`src/rtl/decode.sv`:
```
// RV64I decode stage: registered decode of one instruction per cycle with load-use bubble insertion.
// Optional DECODE_WORD_OPS_EN enables OP-IMM-32 / OP-32 decode and the word_out flag.
module decode (
  input  logic        clk,
  input  logic        reset_in,
  input  logic        stall_in,
  input  logic        flush_in,
  input  logic        instr_valid_in,
  input  logic [31:0] instr_in,
  input  logic [63:0] pc_in,
  output logic [8:0]  rs1_out,
  output logic [8:0]  rs2_out,
  output logic        stall_out,
  output logic        valid_out,
  output logic [63:0] pc_out,
  output logic [8:0]  rd_out,
  output logic        rd_write_out,
  output logic [63:0] imm_out,
  output logic [3:0]  alu_op_out,
  output logic [2:0]  funct3_out,
  output logic        src1_pc_out,
  output logic        src2_imm_out,
  output logic        mem_read_out,
  output logic        mem_write_out,
  output logic        branch_out,
  output logic        jump_out,
  output logic        word_out,
  output logic        illegal_out
);

  localparam logic [6:0] OP_LUI     = 7'b0110111;
  localparam logic [6:0] OP_AUIPC   = 7'b0010111;
  localparam logic [6:0] OP_JAL     = 7'b1101111;
  localparam logic [6:0] OP_JALR    = 7'b1100111;
  localparam logic [6:0] OP_BRANCH  = 7'b1100011;
  localparam logic [6:0] OP_LOAD    = 7'b0000011;
  localparam logic [6:0] OP_STORE   = 7'b0100011;
  localparam logic [6:0] OP_OPIMM   = 7'b0010011;
  localparam logic [6:0] OP_OP      = 7'b0110011;
`ifdef DECODE_WORD_OPS_EN
  localparam logic [6:0] OP_OPIMM32 = 7'b0011011;
  localparam logic [6:0] OP_OP32    = 7'b0111011;
`endif

  localparam logic [3:0] ALU_ADD  = 4'd0;
  localparam logic [3:0] ALU_SUB  = 4'd1;
  localparam logic [3:0] ALU_SLL  = 4'd2;
  localparam logic [3:0] ALU_SLT  = 4'd3;
  localparam logic [3:0] ALU_SLTU = 4'd4;
  localparam logic [3:0] ALU_XOR  = 4'd5;
  localparam logic [3:0] ALU_SRL  = 4'd6;
  localparam logic [3:0] ALU_SRA  = 4'd7;
  localparam logic [3:0] ALU_OR   = 4'd8;
  localparam logic [3:0] ALU_AND  = 4'd9;

  // Instruction bit 30 selects SUB only for register ops; for immediates it is an imm bit except on shifts.
  function automatic logic [3:0] alu_sel(input logic [2:0] f3, input logic b30, input logic is_reg);
    case (f3)
      3'b000:  alu_sel = (is_reg && b30) ? ALU_SUB : ALU_ADD;
      3'b001:  alu_sel = ALU_SLL;
      3'b010:  alu_sel = ALU_SLT;
      3'b011:  alu_sel = ALU_SLTU;
      3'b100:  alu_sel = ALU_XOR;
      3'b101:  alu_sel = b30 ? ALU_SRA : ALU_SRL;
      3'b110:  alu_sel = ALU_OR;
      3'b111:  alu_sel = ALU_AND;
      default: alu_sel = ALU_ADD;
    endcase
  endfunction

  logic [6:0]  w_opcode;
  logic [63:0] w_imm_i, w_imm_s, w_imm_b, w_imm_u, w_imm_j, w_imm;
  logic        w_legal, w_writes, w_use_rs1, w_use_rs2;
  logic        w_src1_pc, w_src2_imm, w_mem_read, w_mem_write, w_branch, w_jump;
  logic [3:0]  w_alu;
  logic        w_hazard, w_bubble;

  logic        r_valid, r_rd_write, r_src1_pc, r_src2_imm;
  logic        r_mem_read, r_mem_write, r_branch, r_jump, r_illegal;
  logic [63:0] r_pc, r_imm;
  logic [4:0]  r_rd;
  logic [3:0]  r_alu;
  logic [2:0]  r_funct3;

  assign w_opcode = instr_in[6:0];
  assign w_imm_i  = {{52{instr_in[31]}}, instr_in[31:20]};
  assign w_imm_s  = {{52{instr_in[31]}}, instr_in[31:25], instr_in[11:7]};
  assign w_imm_b  = {{51{instr_in[31]}}, instr_in[31], instr_in[7], instr_in[30:25], instr_in[11:8], 1'b0};
  assign w_imm_u  = {{32{instr_in[31]}}, instr_in[31:12], 12'h000};
  assign w_imm_j  = {{43{instr_in[31]}}, instr_in[31], instr_in[19:12], instr_in[20], instr_in[30:21], 1'b0};

  assign rs1_out  = {4'd0, instr_in[19:15]};
  assign rs2_out  = {4'd0, instr_in[24:20]};

`ifdef DECODE_WORD_OPS_EN
  logic w_word, r_word;
`endif

  // Opcode class decode; unknown opcodes (including bits[1:0]!=11) stay at the illegal defaults.
  always_comb begin
    w_legal     = 1'b0;
    w_writes    = 1'b0;
    w_use_rs1   = 1'b0;
    w_use_rs2   = 1'b0;
    w_imm       = 64'd0;
    w_alu       = ALU_ADD;
    w_src1_pc   = 1'b0;
    w_src2_imm  = 1'b0;
    w_mem_read  = 1'b0;
    w_mem_write = 1'b0;
    w_branch    = 1'b0;
    w_jump      = 1'b0;
`ifdef DECODE_WORD_OPS_EN
    w_word      = 1'b0;
`endif
    case (w_opcode)
      OP_LUI:    begin w_legal = 1'b1; w_writes = 1'b1; w_imm = w_imm_u; w_src2_imm = 1'b1; end
      OP_AUIPC:  begin w_legal = 1'b1; w_writes = 1'b1; w_imm = w_imm_u; w_src1_pc = 1'b1; w_src2_imm = 1'b1; end
      OP_JAL:    begin w_legal = 1'b1; w_writes = 1'b1; w_imm = w_imm_j; w_src1_pc = 1'b1; w_src2_imm = 1'b1; w_jump = 1'b1; end
      OP_JALR:   begin w_legal = 1'b1; w_writes = 1'b1; w_imm = w_imm_i; w_src2_imm = 1'b1; w_jump = 1'b1; w_use_rs1 = 1'b1; end
      OP_BRANCH: begin w_legal = 1'b1; w_imm = w_imm_b; w_branch = 1'b1; w_use_rs1 = 1'b1; w_use_rs2 = 1'b1; end
      OP_LOAD:   begin w_legal = 1'b1; w_writes = 1'b1; w_imm = w_imm_i; w_src2_imm = 1'b1; w_mem_read = 1'b1; w_use_rs1 = 1'b1; end
      OP_STORE:  begin w_legal = 1'b1; w_imm = w_imm_s; w_src2_imm = 1'b1; w_mem_write = 1'b1; w_use_rs1 = 1'b1; w_use_rs2 = 1'b1; end
      OP_OPIMM:  begin
        w_legal = 1'b1; w_writes = 1'b1; w_imm = w_imm_i; w_src2_imm = 1'b1; w_use_rs1 = 1'b1;
        w_alu = alu_sel(instr_in[14:12], instr_in[30], 1'b0);
      end
      OP_OP:     begin
        w_legal = 1'b1; w_writes = 1'b1; w_use_rs1 = 1'b1; w_use_rs2 = 1'b1;
        w_alu = alu_sel(instr_in[14:12], instr_in[30], 1'b1);
      end
`ifdef DECODE_WORD_OPS_EN
      OP_OPIMM32: begin
        w_legal = 1'b1; w_writes = 1'b1; w_imm = w_imm_i; w_src2_imm = 1'b1; w_use_rs1 = 1'b1; w_word = 1'b1;
        w_alu = alu_sel(instr_in[14:12], instr_in[30], 1'b0);
      end
      OP_OP32:    begin
        w_legal = 1'b1; w_writes = 1'b1; w_use_rs1 = 1'b1; w_use_rs2 = 1'b1; w_word = 1'b1;
        w_alu = alu_sel(instr_in[14:12], instr_in[30], 1'b1);
      end
`endif
      default:   begin w_legal = 1'b0; end
    endcase
  end

  assign w_hazard  = r_valid && r_mem_read && (r_rd != 5'd0) && instr_valid_in &&
                     ((w_use_rs1 && (r_rd == instr_in[19:15])) || (w_use_rs2 && (r_rd == instr_in[24:20])));
  assign stall_out = !reset_in && !flush_in && (stall_in || w_hazard);
  // Flush wins over stall; a bubble clears every output so flags are 0 whenever valid_out is 0.
  assign w_bubble  = flush_in || (!stall_in && (w_hazard || !instr_valid_in));

  // Decode output register: clear on reset/bubble, hold on stall, otherwise capture.
  always_ff @(posedge clk) begin
    if (reset_in || w_bubble) begin
      r_valid <= 1'b0; r_pc <= 64'd0; r_rd <= 5'd0; r_rd_write <= 1'b0; r_imm <= 64'd0;
      r_alu <= 4'd0; r_funct3 <= 3'd0; r_src1_pc <= 1'b0; r_src2_imm <= 1'b0;
      r_mem_read <= 1'b0; r_mem_write <= 1'b0; r_branch <= 1'b0; r_jump <= 1'b0; r_illegal <= 1'b0;
`ifdef DECODE_WORD_OPS_EN
      r_word <= 1'b0;
`endif
    end else if (!stall_in) begin
      r_valid     <= 1'b1;
      r_pc        <= pc_in;
      r_rd        <= instr_in[11:7];
      r_rd_write  <= w_writes && (instr_in[11:7] != 5'd0);
      r_imm       <= w_imm;
      r_alu       <= w_alu;
      r_funct3    <= instr_in[14:12];
      r_src1_pc   <= w_src1_pc;
      r_src2_imm  <= w_src2_imm;
      r_mem_read  <= w_mem_read;
      r_mem_write <= w_mem_write;
      r_branch    <= w_branch;
      r_jump      <= w_jump;
      r_illegal   <= !w_legal;
`ifdef DECODE_WORD_OPS_EN
      r_word      <= w_word;
`endif
    end
  end

  assign valid_out     = r_valid;
  assign pc_out        = r_pc;
  assign rd_out        = {4'd0, r_rd};
  assign rd_write_out  = r_rd_write;
  assign imm_out       = r_imm;
  assign alu_op_out    = r_alu;
  assign funct3_out    = r_funct3;
  assign src1_pc_out   = r_src1_pc;
  assign src2_imm_out  = r_src2_imm;
  assign mem_read_out  = r_mem_read;
  assign mem_write_out = r_mem_write;
  assign branch_out    = r_branch;
  assign jump_out      = r_jump;
  assign illegal_out   = r_illegal;
`ifdef DECODE_WORD_OPS_EN
  assign word_out      = r_word;
`else
  assign word_out      = 1'b0;
`endif

endmodule

```
`config.mk`:
```
export PLATFORM = sky130hd
export DESIGN_NAME = decode
export DESIGN_NICKNAME = d
export VERILOG_FILES = /design/src/rtl/decode.sv
export SDC_FILE = /design/constraint.sdc
export NUM_CORES = 1
export LEC_CHECK = 0
export CAP_MARGIN = 15
export CORE_ASPECT_RATIO = 1.2
export CORE_UTILIZATION = 43
export CTS_BUF_LIST = sky130_fd_sc_hd__clkbuf_8
export CTS_CLUSTER_SIZE = 10
export DETAILED_ROUTE_END_ITERATION = 7
export GPL_TIMING_DRIVEN = 0
export PLACE_DENSITY = 0.85
export SLEW_MARGIN = 30
export SYNTH_ARGS = -nofsm -noshare
export SYNTH_HDL_FRONTEND = slang
export SYNTH_SLANG_ARGS = --single-unit
```
`constraint.sdc`:
```
create_clock -name clk -period 4.4 [get_ports clk]
set_input_delay 0.88 -clock clk [delete_from_list [all_inputs] [get_ports clk]]
set_output_delay 0.88 -clock clk [all_outputs]
set_load 0.02 [all_outputs]
```
==> results of run 1 <==
[layer usage]
metal  vias up  wire length [um]  part of all wire (%)
met5         -                 0                     0
met4         0               512                   3.0
met3        42              1760                    10
met2       280              9050                    53
met1      2450              5890                    34
li1       2391                 -                     -
[critical path, delay by kind of cell]
family,cells,cell delay (ns)
compound gates,2,0.44
buf+inv,5,1.24
simple gates,3,0.77
[cells in the final DEF (no fill, tap or decap), types with 5 or more instances in the layout]
cell | synthesis | layout
a21oi_1 | 23 | 23
a32o_1 | 73 | 73
buf_2 | 5 | 5
buf_4 | 55 | 55
buf_6 | 5 | 5
clkbuf_1 | 35 | 35
clkbuf_8 | 0 | 19
clkdlybuf4s50_1 | 0 | 256
conb_1 | 1 | 13
dfxtp_1 | 117 | 116
nand2_1 | 50 | 50
nand3_1 | 6 | 6
nand4_1 | 11 | 11
nor2_1 | 5 | 5
o21ai_0 | 16 | 16
o31ai_1 | 26 | 26
or4_1 | 5 | 5
xnor2_1 | 6 | 6
[kinds of logic after synthesis]
group                     count (synthesis)  share of synthesized area [%]
AOI/OAI and AO/OA                       161                           26.4
xor gates and xnor gates                 10                           1.79
buffers and inverters                   105                           13.1
DFF                                     117                           47.8
muxes                                     2                          0.408
other                                     1                         0.0765
and+or+nand+nor                         101                           10.4
[final timing paths]
path	slack, ns	startpoint	endpoint	cells past startpoint
setup reg to reg	2.12	r_rd[2]	imm_out[27]	7
setup / recovery	0.19	instr_in[0]	stall_out	10
hold reg to reg	0.45	imm_out[30]	imm_out[30]	2
hold / removal	0.45	imm_out[30]	imm_out[30]	2
[layout make-up]
type,instances,area share [%]
well taps,154,2.36
clock buffers,19,3.21
flip-flops and latches,117,28.8
plain buffers,102,7.77
inverters,3,0.138
multi-input cells,287,24.1
clock inverters,12,2.20
repair buffers,257,31.5
[through the flow]
stage	TNS, ns	hold slack (ns)	instance area, um2	setup slack (ns)
2_1_floorplan	0	0.524	4950	0.796
3_3_place_gp	-0.195	0.437	7710	-0.195
3_5_place_dp	-0.250	0.440	7710	-0.250
4_1_cts	0	0.455	8150	0.0322
5_1_grt	0	0.474	8150	0.0879
6_report	0	0.452	8150	0.189
[registers in the layout, indices dropped and copies added, names as in the netlist, 3 cells and up]
name and flops:
pc_out 64, r_rd 5, alu_op_out 4, funct3_out 3
imm_out 32
[power by group through the flow]
stage / Combinational (mW) / Clock, mW / Sequential, mW
2_1_floorplan: 0.0979 / 0 / 1.12
3_3_place_gp: 0.274 / 0 / 1.11
3_5_place_dp: 0.280 / 0 / 1.11
4_1_cts: 0.282 / 1.10 / 1.08
5_1_grt: 0.300 / 1.15 / 1.09
6_report: 0.284 / 1.09 / 1.08
[repair_timing]
| item | in CTS | in global routing |
|---|---|---|
| buffers inserted | 0 | 0 |
| resized for setup | 1 | 3 |
| endpoints found under the setup margin | 1 | 1 |
| hold buffers | 0 | 0 |
[synthesized netlist by cell type (3+ instances only)]
master | count | area, um2
o21ai_1 | 3 | 15.0
nor2_1 | 5 | 18.8
nor4_1 | 3 | 18.8
nand3_1 | 6 | 30.0
or4_1 | 5 | 37.5
buf_2 | 5 | 25.0
nor3_1 | 4 | 20.0
xnor2_1 | 6 | 52.6
a21oi_1 | 23 | 115
a22o_1 | 4 | 35.0
dfxtp_1 | 117 | 2340
o21ai_0 | 16 | 80.1
o31ai_1 | 26 | 195
a32o_1 | 73 | 731
nand4_1 | 11 | 68.8
xor2_1 | 4 | 35.0
buf_4 | 55 | 413
clkbuf_1 | 35 | 131
buf_6 | 5 | 56.3
a22oi_1 | 4 | 30.0
nand2_1 | 50 | 188
==> run summary, run 1 <==
Power Dens Cells: 302 nW/um2
Hpwl dp: 13.3 mm
Sequential Power Share: 44.1%
Antenna diodes: 0
Switching share of power: 23.9%
Worst ir drop on vdd: 0.000218 V
Startpoint Class: input port
Layout cell share with drive strength beyond 1: 12.5%
Total track usage: 29.3%
Clk slew on worst S/H paths: 0.07 ns
FILL cells: 801
Largest net degree at the start of global routing: 35
Remaining DRCs: 0
Wire length per cell: 18.1 um
Crit path top cell by count: buf_6
Status: finished clean
Hold Path Class: reg -> reg
Iteration-0 DRC Markers: 267
Minimum clock period: 4.21 ns
GPL Wtd Cong: 0.905
Worst skew pair latency: 0.44 ns
Combinational share of power: 11.5%
Die area: 11800 um2
CTS tree: yes
Fin util: 73.5%
Die W: 99.5 um
Crit-path slowest cell: clkdlybuf4s50_1
Worst slew margin: 42.9%
Critical path required time: 3.52 ns
Cell leakage power: 2.99 nW
Area of the multi-input gates: 1960 um2
Crit path max fanout: 10
Worst-Margin Slew: 0.849 ns
Number of max-cap violations: 0
First-pass GRT wire length: 26.5 mm
Max Slew Vio Count: 0
Switching pwr: 0.589 mW
Grt ovf: 0
Layout area overhead: 66.2%
Drt total wl: 17.2 mm
GR peak layer: met2
Post-synthesis sequential area ratio: 47.8%
Number of global-route vias before repair: 5143
Clock buffer depth: 2
Power consumption: 2.46 mW
Met1 usage in global routing: 29.6%
RSZ-0062 raised after global routing: false
Async S/R FF share, synth: 0%
Clock network fraction of total power: 44.4%
I/O pins: 274
Fin cells: 951
Critical Path AT: 3.33 ns
Vias: 5163
Chip height: 119 um
Synth Instances: 497
Initial Utilization: 44.2%
Synth Flop Type: dfxtp_1
CP peak stage delay: 0.52 ns
CP endpoint kind: output port
Pint: 1.87 mW
Fin Clk Skew: 0.0126 ns
Final setup violating endpoints: 0
TritonCTS buffer count: 17
Initial antenna violation count: 0
Dpl cells: 920
M3 GR Usage: 11.0%
Global Route met2 Usage: 52.9%
DR pass1 iterations: 5
Syn. warnings: 0
Max Fclk: 237 MHz
Via density: 5.43
Clk sinks: 117
Post-Syn Area: 4900 um2
Clock root buffer: clkbuf_8
Core area: 11100 um2
Row Count: 42
Post-route antenna net violation count: 0
CTS H-tree lvls: 4
Flops & latches, synth: 117
WS Path Type: in -> out
CP cell instances: clkdlybuf4s50_1, and3b_1, buf_2, nand4_1, or4_1, a21o_1, buf_6, buf_6, a21boi_0, clkbuf_2
Syn avg cell area: 9.86 um2
Crit share post-route: 95.7%
PortBufs: 257
EDFF count, synth: 0
Reg area: 2340 um2
Final hold vios: 0
Final net count: 886
Cell variety after synth: 46
No activity file was read; power rests on OpenSTA's default activity.
==> run 2: changes to the inputs <==
Settings changed: TNS_END_PERCENT set to 50.
==> results of run 2 <==
Same layout as run 1: the final DEF is identical, and so are final timing and power.
==> run 3: changes to the inputs <==
Settings changed: ABC_CLOCK_PERIOD_IN_PS set to 4400, CORE_MARGIN set to 4, CORE_UTILIZATION 43 to 42, CTS_BUF_LIST sky130_fd_sc_hd__clkbuf_8 to sky130_fd_sc_hd__clkbuf_16, PLACE_DENSITY 0.85 to 0.84.
==> run 3 against run 2 <==
  * Global-route usage shrank 2.4 points
  * Sequential share of layout area is 0.54 points lower
  * Critical endpoint unchanged
  * Count of clock-buffer cells in the layout decreased by 2
  * First-iteration DRC count is 21% lower
  * Worst setup slack worse by 0.13 ns
  * Hold slack is essentially flat
  * Register-to-register slack better by 0.11 ns
  * Die area is 14% higher
  * Fmax shrank 2.9%
  * Clock skew is 0.0070 ns lower
==> run summary, run 3 (synthesis results as in run 1) <==
Largest net degree at the start of global routing: 35 (unchanged)
Antenna diodes: 0 (unchanged)
Pint: 2.11 mW (was 1.87 mW)
Power consumption: 2.75 mW (was 2.46 mW)
Hpwl dp: 14.4 mm (was 13.3 mm)
Final hold vios: 0 (unchanged)
Max Slew Vio Count: 0 (unchanged)
Clock network fraction of total power: 50.2% (was 44.4%)
Sequential Power Share: 39.4% (was 44.1%)
Most common cell after layout, fill and taps aside: clkdlybuf4s50_1 (unchanged)
Fin cells: 952 (was 951)
Worst skew pair latency: 0.41 ns (was 0.44 ns)
Power Dens Cells: 332 nW/um2 (was 302 nW/um2)
Number of max-cap violations: 0 (unchanged)
Hold Path Class: reg -> reg (unchanged)
Crit share post-route: 98.6% (was 95.7%)
PortBufs: 257 (unchanged)
Number of global-route vias before repair: 5301 (was 5143)
Vias: 5163 (unchanged)
Total Neg Setup Slack: 0 ns (unchanged)
Final setup violating endpoints: 0 (unchanged)
Pre-CTS setup slack: -0.213 ns (was -0.250 ns)
Initial antenna violation count: 0 (unchanged)
CTS Hold Bufs: 0 (unchanged)
RSZ-0062 raised after global routing: false (unchanged)
Die W: 107 um (was 99.5 um)
Clk slew on worst S/H paths: 0.05 ns (was 0.07 ns)
Layout cell share with drive strength beyond 1: 12.4% (was 12.5%)
Total track usage: 26.9% (was 29.3%)
Switching share of power: 23.3% (was 23.9%)
Worst slew margin: 42.5% (was 42.9%)
CTS tree: yes (unchanged)
Max Fclk: 231 MHz (was 237 MHz)
Wire length per cell: 19.5 um (was 18.1 um)
DR pass1 iterations: 5 (unchanged)
Design Area, Final: 8310 um2 (was 8150 um2)
Switching pwr: 0.643 mW (was 0.589 mW)
Layout area overhead: 69.4% (was 66.2%)
Iteration-0 DRC Markers: 211 (was 267)
I/O pins: 274 (unchanged)
Startpoint Class: input port (unchanged)
CTS H-tree lvls: 4 (unchanged)
Post-DP Area: 7710 um2 (unchanged)
Drt total wl: 18.6 mm (was 17.2 mm)
Grt ovf: 0 (unchanged)
Core area: 11200 um2 (was 11100 um2)
Final net count: 886 (unchanged)
First-pass GRT wire length: 28.2 mm (was 26.5 mm)
Status: finished clean (unchanged)
Row Count: 42 (unchanged)
CP endpoint kind: output port (unchanged)
Die area: 13500 um2 (was 11800 um2)
# Post-CTS Setup Buffers: 0 (unchanged)
Worst-Margin Slew: 0.857 ns (was 0.849 ns)
Post-route antenna net violation count: 0 (unchanged)
WS Path Type: in -> out (unchanged)
Fin Clk Skew: 0.00564 ns (was 0.0126 ns)
Minimum clock period: 4.34 ns (was 4.21 ns)
Max reg flops: 64 (unchanged)
Worst ir drop on vdd: 0.000269 V (was 0.000218 V)
Setup ws final: 0.0620 ns (was 0.189 ns)
Critical Path AT: 3.46 ns (was 3.33 ns)
Clock buffer depth: 2 (unchanged)
Critical path required time: 3.52 ns (about the same)
Clock root buffer: clkbuf_16 (was clkbuf_8)
Dpl cells: 920 (unchanged)
Remaining DRCs: 0 (unchanged)
Combinational share of power: 10.4% (was 11.5%)
Via density: 5.42 (was 5.43)
Hold_ws: 0.453 ns (was 0.452 ns)
Clk sinks: 117 (unchanged)
TritonCTS buffer count: 17 (unchanged)
Fin util: 73.9% (was 73.5%)
Crit path max fanout: 10 (unchanged)
GPL Wtd Cong: 0.922 (was 0.905)
Chip height: 126 um (was 119 um)
Cell leakage power: 3.06 nW (was 2.99 nW)
FILL cells: 846 (was 801)
Commonest non-fill, non-tap cells in the layout: clkdlybuf4s50_1, dfxtp_1, a32o_1 (unchanged)
Initial Utilization: 43.6% (was 44.2%)
[run 3: final timing paths]
check | end | startpoint | depth (start not counted) | slack [ns]
worst min register to register | imm_out[14] | imm_out[14] | 2 | 0.45
worst min-delay path | imm_out[14] | imm_out[14] | 2 | 0.45
worst max register to register | imm_out[27] | r_rd[2] | 7 | 2.23
worst max-delay path | stall_out | instr_in[0] | 10 | 0.06
[run 3: timing repair]
action / in CTS / in global routing
pin swaps: 0 / 0
resized for setup: 1 / 1
setup endpoints to repair: 1 / 1
[run 3: area by class of cell]
cell class | instances | area [um2] | share of cell area (%)
buffer | 102 | 633 | 7.62
clock buffer | 17 | 425 | 5.12
clock inverter | 15 | 166 | 2.00
inverter | 3 | 11.3 | 0.136
multi-input combinational | 287 | 1960 | 23.6
sequential | 117 | 2340 | 28.2
tap | 154 | 193 | 2.32
timing repair buffer | 257 | 2570 | 31.0
[run 3: power groups by stage]
stage                     logic, mW  clock network [mW]  registers (mW)
final                         0.286                1.38            1.09
after global routing          0.302                1.44            1.09
after CTS                     0.284                1.39            1.09
after detailed placement      0.282                   0            1.11
after global placement        0.276                   0            1.11
after floorplan              0.0979                   0            1.12
[run 3: critical path, cell delays in order]
cell             delay [ns]
clkdlybuf4s50_1        0.51
and3b_1                0.16
buf_2                  0.18
nand4_1                0.09
or4_1                  0.48
a21o_1                 0.27
buf_6                  0.18
buf_6                  0.14
a21boi_0               0.16
clkdlybuf4s15_1        0.40
[run 3: layer usage]
layer  global-route usage (%)  part of all wire [%]  up-vias
met1                     27.1                    34     2444
met2                     49.0                    52      281
met4                     11.2                   2.6        0
li1                         -                     -     2401
met3                     10.6                    11       37
met5                        0                     0        -
